## src/rtl/pm_loader.sv

```systemverilog
// Byte-stream program-memory loader: parses SYNC/addr/count/words/checksum frames
// and writes 16-bit words into program memory while holding the core stalled.
module pm_loader #(
    parameter logic [7:0]  SYNC_BYTE = 8'hA5,
    parameter int unsigned AW        = 14
) (
    input  logic          clk,
    input  logic          rst,
    input  logic [7:0]    in_data,
    input  logic          in_valid,
    output logic          in_ready,
    output logic          pm_we,
    output logic [AW-1:0] pm_addr,
    output logic [15:0]   pm_din,
    output logic          cpu_hold,
    output logic          done,
    output logic          err
);

    typedef enum logic [3:0] {
        StIdle,
        StAddrL,
        StAddrH,
        StCntL,
        StCntH,
        StDataL,
        StDataH,
        StWrite,
        StCsum
    } state_e;

    state_e        state_q, state_d;
    logic [7:0]    sum_q, sum_d;
    logic [7:0]    addr_lo_q, addr_lo_d;
    logic [7:0]    lo_q, lo_d;
    logic [AW-1:0] ptr_q, ptr_d;
    logic [15:0]   cnt_q, cnt_d;
    logic          pm_we_q, pm_we_d;
    logic [AW-1:0] pm_addr_q, pm_addr_d;
    logic [15:0]   pm_din_q, pm_din_d;
    logic          hold_q, hold_d;
    logic          done_q, done_d;
    logic          err_q, err_d;

    logic          xfer;
    logic [15:0]   addr_full;

    // Reset gates the handshake so no byte is consumed during reset.
    assign in_ready  = (state_q != StWrite) && !rst;
    assign xfer      = in_valid && in_ready;
    assign addr_full = {in_data, addr_lo_q};

    always_comb begin
        state_d   = state_q;
        sum_d     = sum_q;
        addr_lo_d = addr_lo_q;
        lo_d      = lo_q;
        ptr_d     = ptr_q;
        cnt_d     = cnt_q;
        pm_we_d   = 1'b0;
        pm_addr_d = pm_addr_q;
        pm_din_d  = pm_din_q;
        done_d    = 1'b0;
        err_d     = 1'b0;

        case (state_q)
            StIdle: begin
                if (xfer && (in_data == SYNC_BYTE)) begin
                    sum_d   = 8'h00;
                    state_d = StAddrL;
                end
            end
            StAddrL: begin
                if (xfer) begin
                    addr_lo_d = in_data;
                    sum_d     = sum_q + in_data;
                    state_d   = StAddrH;
                end
            end
            StAddrH: begin
                // Pointer is loaded here; it is untouched until the data phase.
                if (xfer) begin
                    ptr_d   = addr_full[AW-1:0];
                    sum_d   = sum_q + in_data;
                    state_d = StCntL;
                end
            end
            StCntL: begin
                if (xfer) begin
                    cnt_d[7:0] = in_data;
                    sum_d      = sum_q + in_data;
                    state_d    = StCntH;
                end
            end
            StCntH: begin
                if (xfer) begin
                    cnt_d[15:8] = in_data;
                    sum_d       = sum_q + in_data;
                    state_d     = ({in_data, cnt_q[7:0]} == 16'h0000) ? StCsum : StDataL;
                end
            end
            StDataL: begin
                if (xfer) begin
                    lo_d    = in_data;
                    sum_d   = sum_q + in_data;
                    state_d = StDataH;
                end
            end
            StDataH: begin
                if (xfer) begin
                    sum_d     = sum_q + in_data;
                    pm_we_d   = 1'b1;
                    pm_addr_d = ptr_q;
                    pm_din_d  = {in_data, lo_q};
                    state_d   = StWrite;
                end
            end
            StWrite: begin
                ptr_d   = ptr_q + AW'(1);
                cnt_d   = cnt_q - 16'd1;
                state_d = (cnt_q == 16'd1) ? StCsum : StDataL;
            end
            StCsum: begin
                if (xfer) begin
                    done_d  = (in_data == sum_q);
                    err_d   = (in_data != sum_q);
                    state_d = StIdle;
                end
            end
            default: state_d = StIdle;
        endcase

        // Stays high through the done/err pulse cycle.
        hold_d = (state_d != StIdle) || done_d || err_d;
    end

    always_ff @(posedge clk) begin
        if (rst) begin
            state_q   <= StIdle;
            sum_q     <= 8'h00;
            addr_lo_q <= 8'h00;
            lo_q      <= 8'h00;
            ptr_q     <= '0;
            cnt_q     <= 16'h0000;
            pm_we_q   <= 1'b0;
            pm_addr_q <= '0;
            pm_din_q  <= 16'h0000;
            hold_q    <= 1'b0;
            done_q    <= 1'b0;
            err_q     <= 1'b0;
        end else begin
            state_q   <= state_d;
            sum_q     <= sum_d;
            addr_lo_q <= addr_lo_d;
            lo_q      <= lo_d;
            ptr_q     <= ptr_d;
            cnt_q     <= cnt_d;
            pm_we_q   <= pm_we_d;
            pm_addr_q <= pm_addr_d;
            pm_din_q  <= pm_din_d;
            hold_q    <= hold_d;
            done_q    <= done_d;
            err_q     <= err_d;
        end
    end

    assign pm_we    = pm_we_q;
    assign pm_addr  = pm_addr_q;
    assign pm_din   = pm_din_q;
    assign cpu_hold = hold_q;
    assign done     = done_q;
    assign err      = err_q;

endmodule
```

## config.mk

```make
export PLATFORM = sky130hd
export DESIGN_NAME = pm_loader
export DESIGN_NICKNAME = d
export VERILOG_FILES = /design/src/rtl/pm_loader.sv
export SDC_FILE = /design/constraint.sdc
export NUM_CORES = 1
export LEC_CHECK = 0
export ABC_CLOCK_PERIOD_IN_PS = 3300
export CAP_MARGIN = 10
export CORE_MARGIN = 3
export CORE_UTILIZATION = 35
export DETAILED_ROUTE_END_ITERATION = 16
export HOLD_SLACK_MARGIN = 0.12
export MAX_ROUTING_LAYER = met4
export SYNTH_ARGS = -nofsm -noshare
export SYNTH_HDL_FRONTEND = slang
export SYNTH_SLANG_ARGS = --single-unit
```

## constraint.sdc

```tcl
create_clock -name clk -period 3.3 [get_ports clk]
set_clock_uncertainty 0.2 [all_clocks]
set_input_delay 0.99 -clock clk [delete_from_list [all_inputs] [get_ports clk]]
set_output_delay 0.99 -clock clk [all_outputs]
set_load 0.1 [all_outputs]
```

==> flow_summary.json <==
{
  "dp_hpwl_um": 8579,
  "period_needed_ns": 3.012,
  "register_area_mm2": 0.001842,
  "place_area_mm2": 0.005142,
  "drv_slew": 0,
  "final_common_cell": "nand2_1",
  "hold_viol": 0,
  "synthFlopType": "dfxtp_1",
  "crit_top_cell": "or4_4",
  "post_cts_resized": 0,
  "routed_wl_um": 12110,
  "path_max_fanout": 7,
  "end_kind": "flip-flop",
  "cp.depth": 6,
  "grt_pass1_vias": 4036,
  "holdCritStartpoint": "lo_q[1]$_SDFFE_PP0P_",
  "rows": 40,
  "crit_arrival_ns": 3.04,
  "grt_max_degree": 46,
  "fin_util_pct": 44.35,
  "synth_seq_area_share_pct": 41.55,
  "worstPathRequired_ns": 3.33,
  "nets": 642,
  "power_mw": 2.184,
  "mostFrequentLayoutCells": "107 x nand2_1, 92 x dfxtp_1, 77 x a21oi_1",
  "r2r_slack_ns": 0.84,
  "r2r_start": "state_q[3]$_SDFF_PP0_",
  "crit_family": "simple AND/OR/NAND/NOR gates",
  "ios": 46,
  "num-fill-cells": 1244,
  "cts_hold_buf": 0,
  "maxCapViolations": 0,
  "start_util_pct": 36.30,
  "cts_buffer_depth": 2,
  "synth_seq_cells": 92,
  "path_clk_slew_ns": 0.06,
  "slowest_stage": "or4_4",
  "holdWs_ns": 0.2484,
  "slew_headroom_pct": 51.83,
  "clock_latency_ns": 0.35,
  "ir_worst_vdd_uv": 303.7,
  "crit_type": "in2reg",
  "netlist_instances": 565,
  "synthArstFlopShare_pct": 0,
  "ys_types": 65,
  "wl_per_cell_um": 15.29,
  "numCtsBuffers": 9,
  "p_int_mw": 1.662,
  "die_h_um": 118.5,
  "drt_iter0_markers": 285,
  "drtAntennaViolNets": 0,
  "fin_area_mm2": 0.005416,
  "drc": 0,
  "dr.pass1.iters": 5,
  "rr_endpoint": "cnt_q[14]$_SDFFE_PP0P_",
  "grt_pass1_wl_um": 20090,
  "fmax_mhz": 332.0,
  "p_switching_uw": 522.6,
  "multi_input_area_mm2": 0.002381,
  "cts_tree": "built",
  "core_region_area_mm2": 0.01221,
  "startpoint": "in_data[3]",
  "dieArea_mm2": 0.01405,
  "h-tree-depth": 3,
  "holdPathStages": 2,
  "cts_setup_buffers": 0,
  "outcome": "complete, no violations",
  "portBuffers": 45,
  "worstSetupStartpointType": "input pin",
  "grt_overflow": 0,
  "rr_worst_depth": 5,
  "drive_gt1_share_pct": 17.15,
  "antennaDiodeCount": 0,
  "cts-root-buf": "clkbuf_16",
  "final.setup.tns_ns": 0,
  "leakage_nw": 1.957,
  "syn_to_final_growth_pct": 22.18,
  "synth_edf_count": 0,
  "path_cells": "clkdlybuf4s50_1, or4_4, or4_4, nor2b_1, a22oi_1, nor2_1",
  "setup_viol": 0,
  "timing.final.crit_share_pct": 91.28,
  "crit_path_max_incr_delay_ns": 0.57,
  "synth_area_mm2": 0.004433,
  "drt-vias-per-instance": 5.420,
  "netSwitchingFraction_pct": 23.93,
  "rsz0062_at_grt": "no",
  "ys_warn_count": 0,
  "gp_congestion": 0.9055,
  "fp.dieW_um": 118.5,
  "synth_area_per_cell_um2": 7.846,
  "holdCritPathClass": "reg2reg",
  "cellPowerDensity_mw_per_mm2": 403.3,
  "num_vias": 4293,
  "p_comb_share_pct": 4.7,
  "synth_nets": 588,
  "pwr-share-clk_pct": 44.5,
  "antenna_found_initial": 0,
  "grt_usage_pct": 17.89,
  "worstMarginPinSlew_ns": 0.7210,
  "seq_power_share_pct": 50.8,
  "cp_num_buf_inv": 1,
  "cp-endpoint": "sum_q[4]$_SDFFE_PP0P_",
  "numClockSinks": 92
}
-- metrics by stage --
| stage | cells | worst slack [ns] |
|---|---|---|
| CTS | 792 | 0.2852 |
| finish | 792 | 0.2876 |
| floorplan | 565 | 0.05749 |
| detailed placement | 776 | -0.06186 |
| global route | 792 | 0.1462 |
| global placement | 776 | -0.02413 |
-- cell type report --
class | instances | share of cell area [%]
Tap cell | 168 | 3.881
Clock buffer | 9 | 4.158
Inverter | 9 | 0.6237
Timing Repair Buffer | 84 | 12.47
Multi-Input combinational cell | 423 | 43.96
Sequential cell | 92 | 34.00
Clock inverter | 7 | 0.9009
-- power by group through the flow --
stage	Clock (mW)	Combinational [mW]	Sequential (mW)
2_1_floorplan	0	0.0481	1.14
3_3_place_gp	0	0.102	1.14
3_5_place_dp	0	0.102	1.14
4_1_cts	0.988	0.102	1.11
5_1_grt	1.04	0.111	1.11
6_report	0.971	0.103	1.11
-- cell usage after synthesis, types with 4 or more instances --
cell | n | area, um^2
nand4_1 | 7 | 43.79
a31oi_1 | 10 | 62.56
o21ai_0 | 16 | 80.08
nand2_1 | 107 | 401.6
a21oi_1 | 77 | 385.4
nor3_1 | 13 | 65.06
inv_1 | 9 | 33.78
nand3_1 | 33 | 165.2
clkbuf_1 | 31 | 116.4
a22oi_1 | 10 | 75.07
nor4_1 | 8 | 50.05
nor2_1 | 44 | 165.2
ha_1 | 11 | 137.6
or3_1 | 5 | 31.28
nor2b_1 | 6 | 37.54
nand2b_1 | 4 | 25.02
a221oi_1 | 4 | 35.03
dfxtp_1 | 92 | 1842
-- worst min path at each step --
stage / end / slack, ns
after floorplan: pm_din[0]$_SDFFE_PP0P_ / 0.23
final: pm_din[1]$_SDFFE_PP0P_ / 0.25
after global placement: pm_addr[7]$_SDFFE_PP0P_ / 0.24
after global routing: addr_lo_q[4]$_SDFFE_PP0P_ / 0.27
after CTS: pm_din[1]$_SDFFE_PP0P_ / 0.26
after detailed placement: pm_din[1]$_SDFFE_PP0P_ / 0.25
-- state kept, by name, summed over array words and instances, names as in the netlist, 4 cells and up --
name and flops:
cnt_q 16, pm_din 16, pm_addr 14, ptr_q 14
addr_lo_q 8, lo_q 8, sum_q 8, state_q 4
-- worst register-to-register path, delay by kind of cell, from the launching register on --
kind             cells  cell delay, ns
DFF                  1            0.44
and+or+nand+nor      4            1.39
muxes                1            0.37
-- metal layers --
metal,track usage [%],up-vias,share of wire [%]
li1,-,2128,-
met3,3.923,15,4.8
met5,-,-,0
met4,5.938,0,1.6
met2,26.54,111,45
met1,24.21,2039,48
-- cell families (layout without fill, tap and decap cells) --
family                     count (synthesis)  after routing  synth area share [%]
DFF                                       92             92                 41.55
and+or+nand+nor                          255            255                 27.58
buffers and inverters                     50            109                 5.052
adders and majority gates                 12             12                 3.556
xor gates and xnor gates                   6              6                 1.186
AOI/OAI and AO/OA                        146            146                 20.10
muxes                                      4              4                0.9878
Power figures use the tool's default switching activity.
==> RTL edit: new RTL, config.mk and constraints unchanged <==
The 9 states of `state_e` get a Gray code encoding in 4 bits.
--- a/src/rtl/pm_loader.sv
+++ b/src/rtl/pm_loader.sv
@@ -20,11 +20,11 @@
     typedef enum logic [3:0] {
-        StIdle,
-        StAddrL,
-        StAddrH,
-        StCntL,
-        StCntH,
-        StDataL,
-        StDataH,
-        StWrite,
-        StCsum
+        StIdle  = 4'b0000,
+        StAddrL = 4'b0001,
+        StAddrH = 4'b0011,
+        StCntL  = 4'b0010,
+        StCntH  = 4'b0110,
+        StDataL = 4'b0111,
+        StDataH = 4'b0101,
+        StWrite = 4'b0100,
+        StCsum  = 4'b1100
     } state_e;
Behaviour: no difference found for any inputs over 10 cycles, from zero or initial values and one cycle with rst high; not proved beyond that.
==> RTL edit against the original RTL <==
  * Global-route usage about the same
  * Critical path type unchanged
  * Highest routed layer unchanged
  * Area after synthesis rose by 0.37%
  * Cell area fell by 0.18%
  * Power is 12% higher
  * Sequential cell count is the same
  * Sequential share of layout area grew 0.063 points
  * Routed wire length is 0.20% higher
  * Worst setup slack improved by 120 ps
==> RTL edit: results <==
set metrics [dict create \
    status "completed" \
    dp_cells 752 \
    max_slew_margin 0.571 \
    grt_pass1_wl_um 20000 \
    final.clkbuf_count 10 \
    met2WireLength_um 5740 \
    firstDrtPassIters 4 \
    grtUsageMet1 0.229 \
    cp_slowest_cell "clkdlybuf4s50_1" \
    pre_cts_ws_ps 59.1 \
    syn_inst 545 \
    synth_top_cells_by_count "nand2_1, dfxtp_1, a21oi_1" \
    r2r_slack_ps 800 \
    max-vdd-ir-drop_mv 0.312 \
    critical_path.endpoint "sum_q[6]$_SDFFE_PP0P_" \
    dp_hpwl_um 8430 \
    area_share_nonclk_buffers 0.106 \
    synth_area_leaders "dfxtp_1, nand2_1, a21oi_1" \
    r2r-end "cnt_q[7]$_SDFFE_PP0P_" \
    drtIter0Drc 269 \
    wl_um 12100 \
    multi_input_gates 413 \
    reg2reg_from "state_q[1]$_SDFF_PP0_" \
    final_cells 768 \
    drive_above_1_share 0.162 \
    inverters 7 \
    gp_congestion 0.867 \
    seqPwrFrac 0.462 \
    grt_use_met2 0.278 \
    grt_pass1_vias 3946 \
    synth_cell_types 61 \
    p_int_uw 1870 \
    startpoint "in_data[0]" \
    grt_start_max_net_pins 57 \
    p_comb_uw 170 \
    fin_crit_ps 2890 \
    seq_share 0.341 \
    fill_cells 1256 \
    crit_family "adder cells" \
    vias 4082 \
    seq_area_frac_synth 0.414 \
    slowest_delay_ps 490 \
]
==> RTL edit: cell types whose count changed after synthesis, sizes merged, moves of 5 or more <==
cell / change
a21oi: -11
a22oi: -7
buf: +8
clkbuf: -16
mux2i: +18
nand2: -9
nand3: -11
nor2: +13
o211ai: +5
==> RTL edit: kinds of logic after synthesis <==
group / count (synthesis) / synth area share
xor gates and xnor gates: 6 / 0.0118
DFF: 92 / 0.414
muxes: 22 / 0.0503
adders and majority gates: 12 / 0.0354
AOI/OAI and AO/OA: 122 / 0.165
buffers and inverters: 40 / 0.0427
and+or+nand+nor: 251 / 0.280
==> RTL edit: per-stage QoR <==
step	hold slack (ps)	utilization	power (uW)	cell area [um2]
2_1_floorplan	231	-	1260	4460
3_3_place_gp	248	0.416	1320	5080
3_5_place_dp	250	0.416	1330	5080
4_1_cts	259	0.443	2470	5410
5_1_grt	275	0.443	2550	5410
6_report	254	0.443	2450	5410
==> RTL edit: worst min-delay path by stage <==
stage / depth (start not counted) / to / slack, ps / startpoint
floorplan: 2 / pm_din[0]$_SDFFE_PP0P_ / 230 / lo_q[0]$_SDFFE_PP0P_
finish: 2 / pm_din[15]$_SDFFE_PP0P_ / 250 / pm_din[15]$_SDFFE_PP0P_
CTS: 2 / pm_addr[2]$_SDFFE_PP0P_ / 260 / pm_addr[2]$_SDFFE_PP0P_
global route: 2 / pm_addr[5]$_SDFFE_PP0P_ / 280 / pm_addr[5]$_SDFFE_PP0P_
detailed placement: 2 / pm_din[1]$_SDFFE_PP0P_ / 250 / lo_q[1]$_SDFFE_PP0P_
global placement: 2 / pm_din[2]$_SDFFE_PP0P_ / 250 / lo_q[2]$_SDFFE_PP0P_
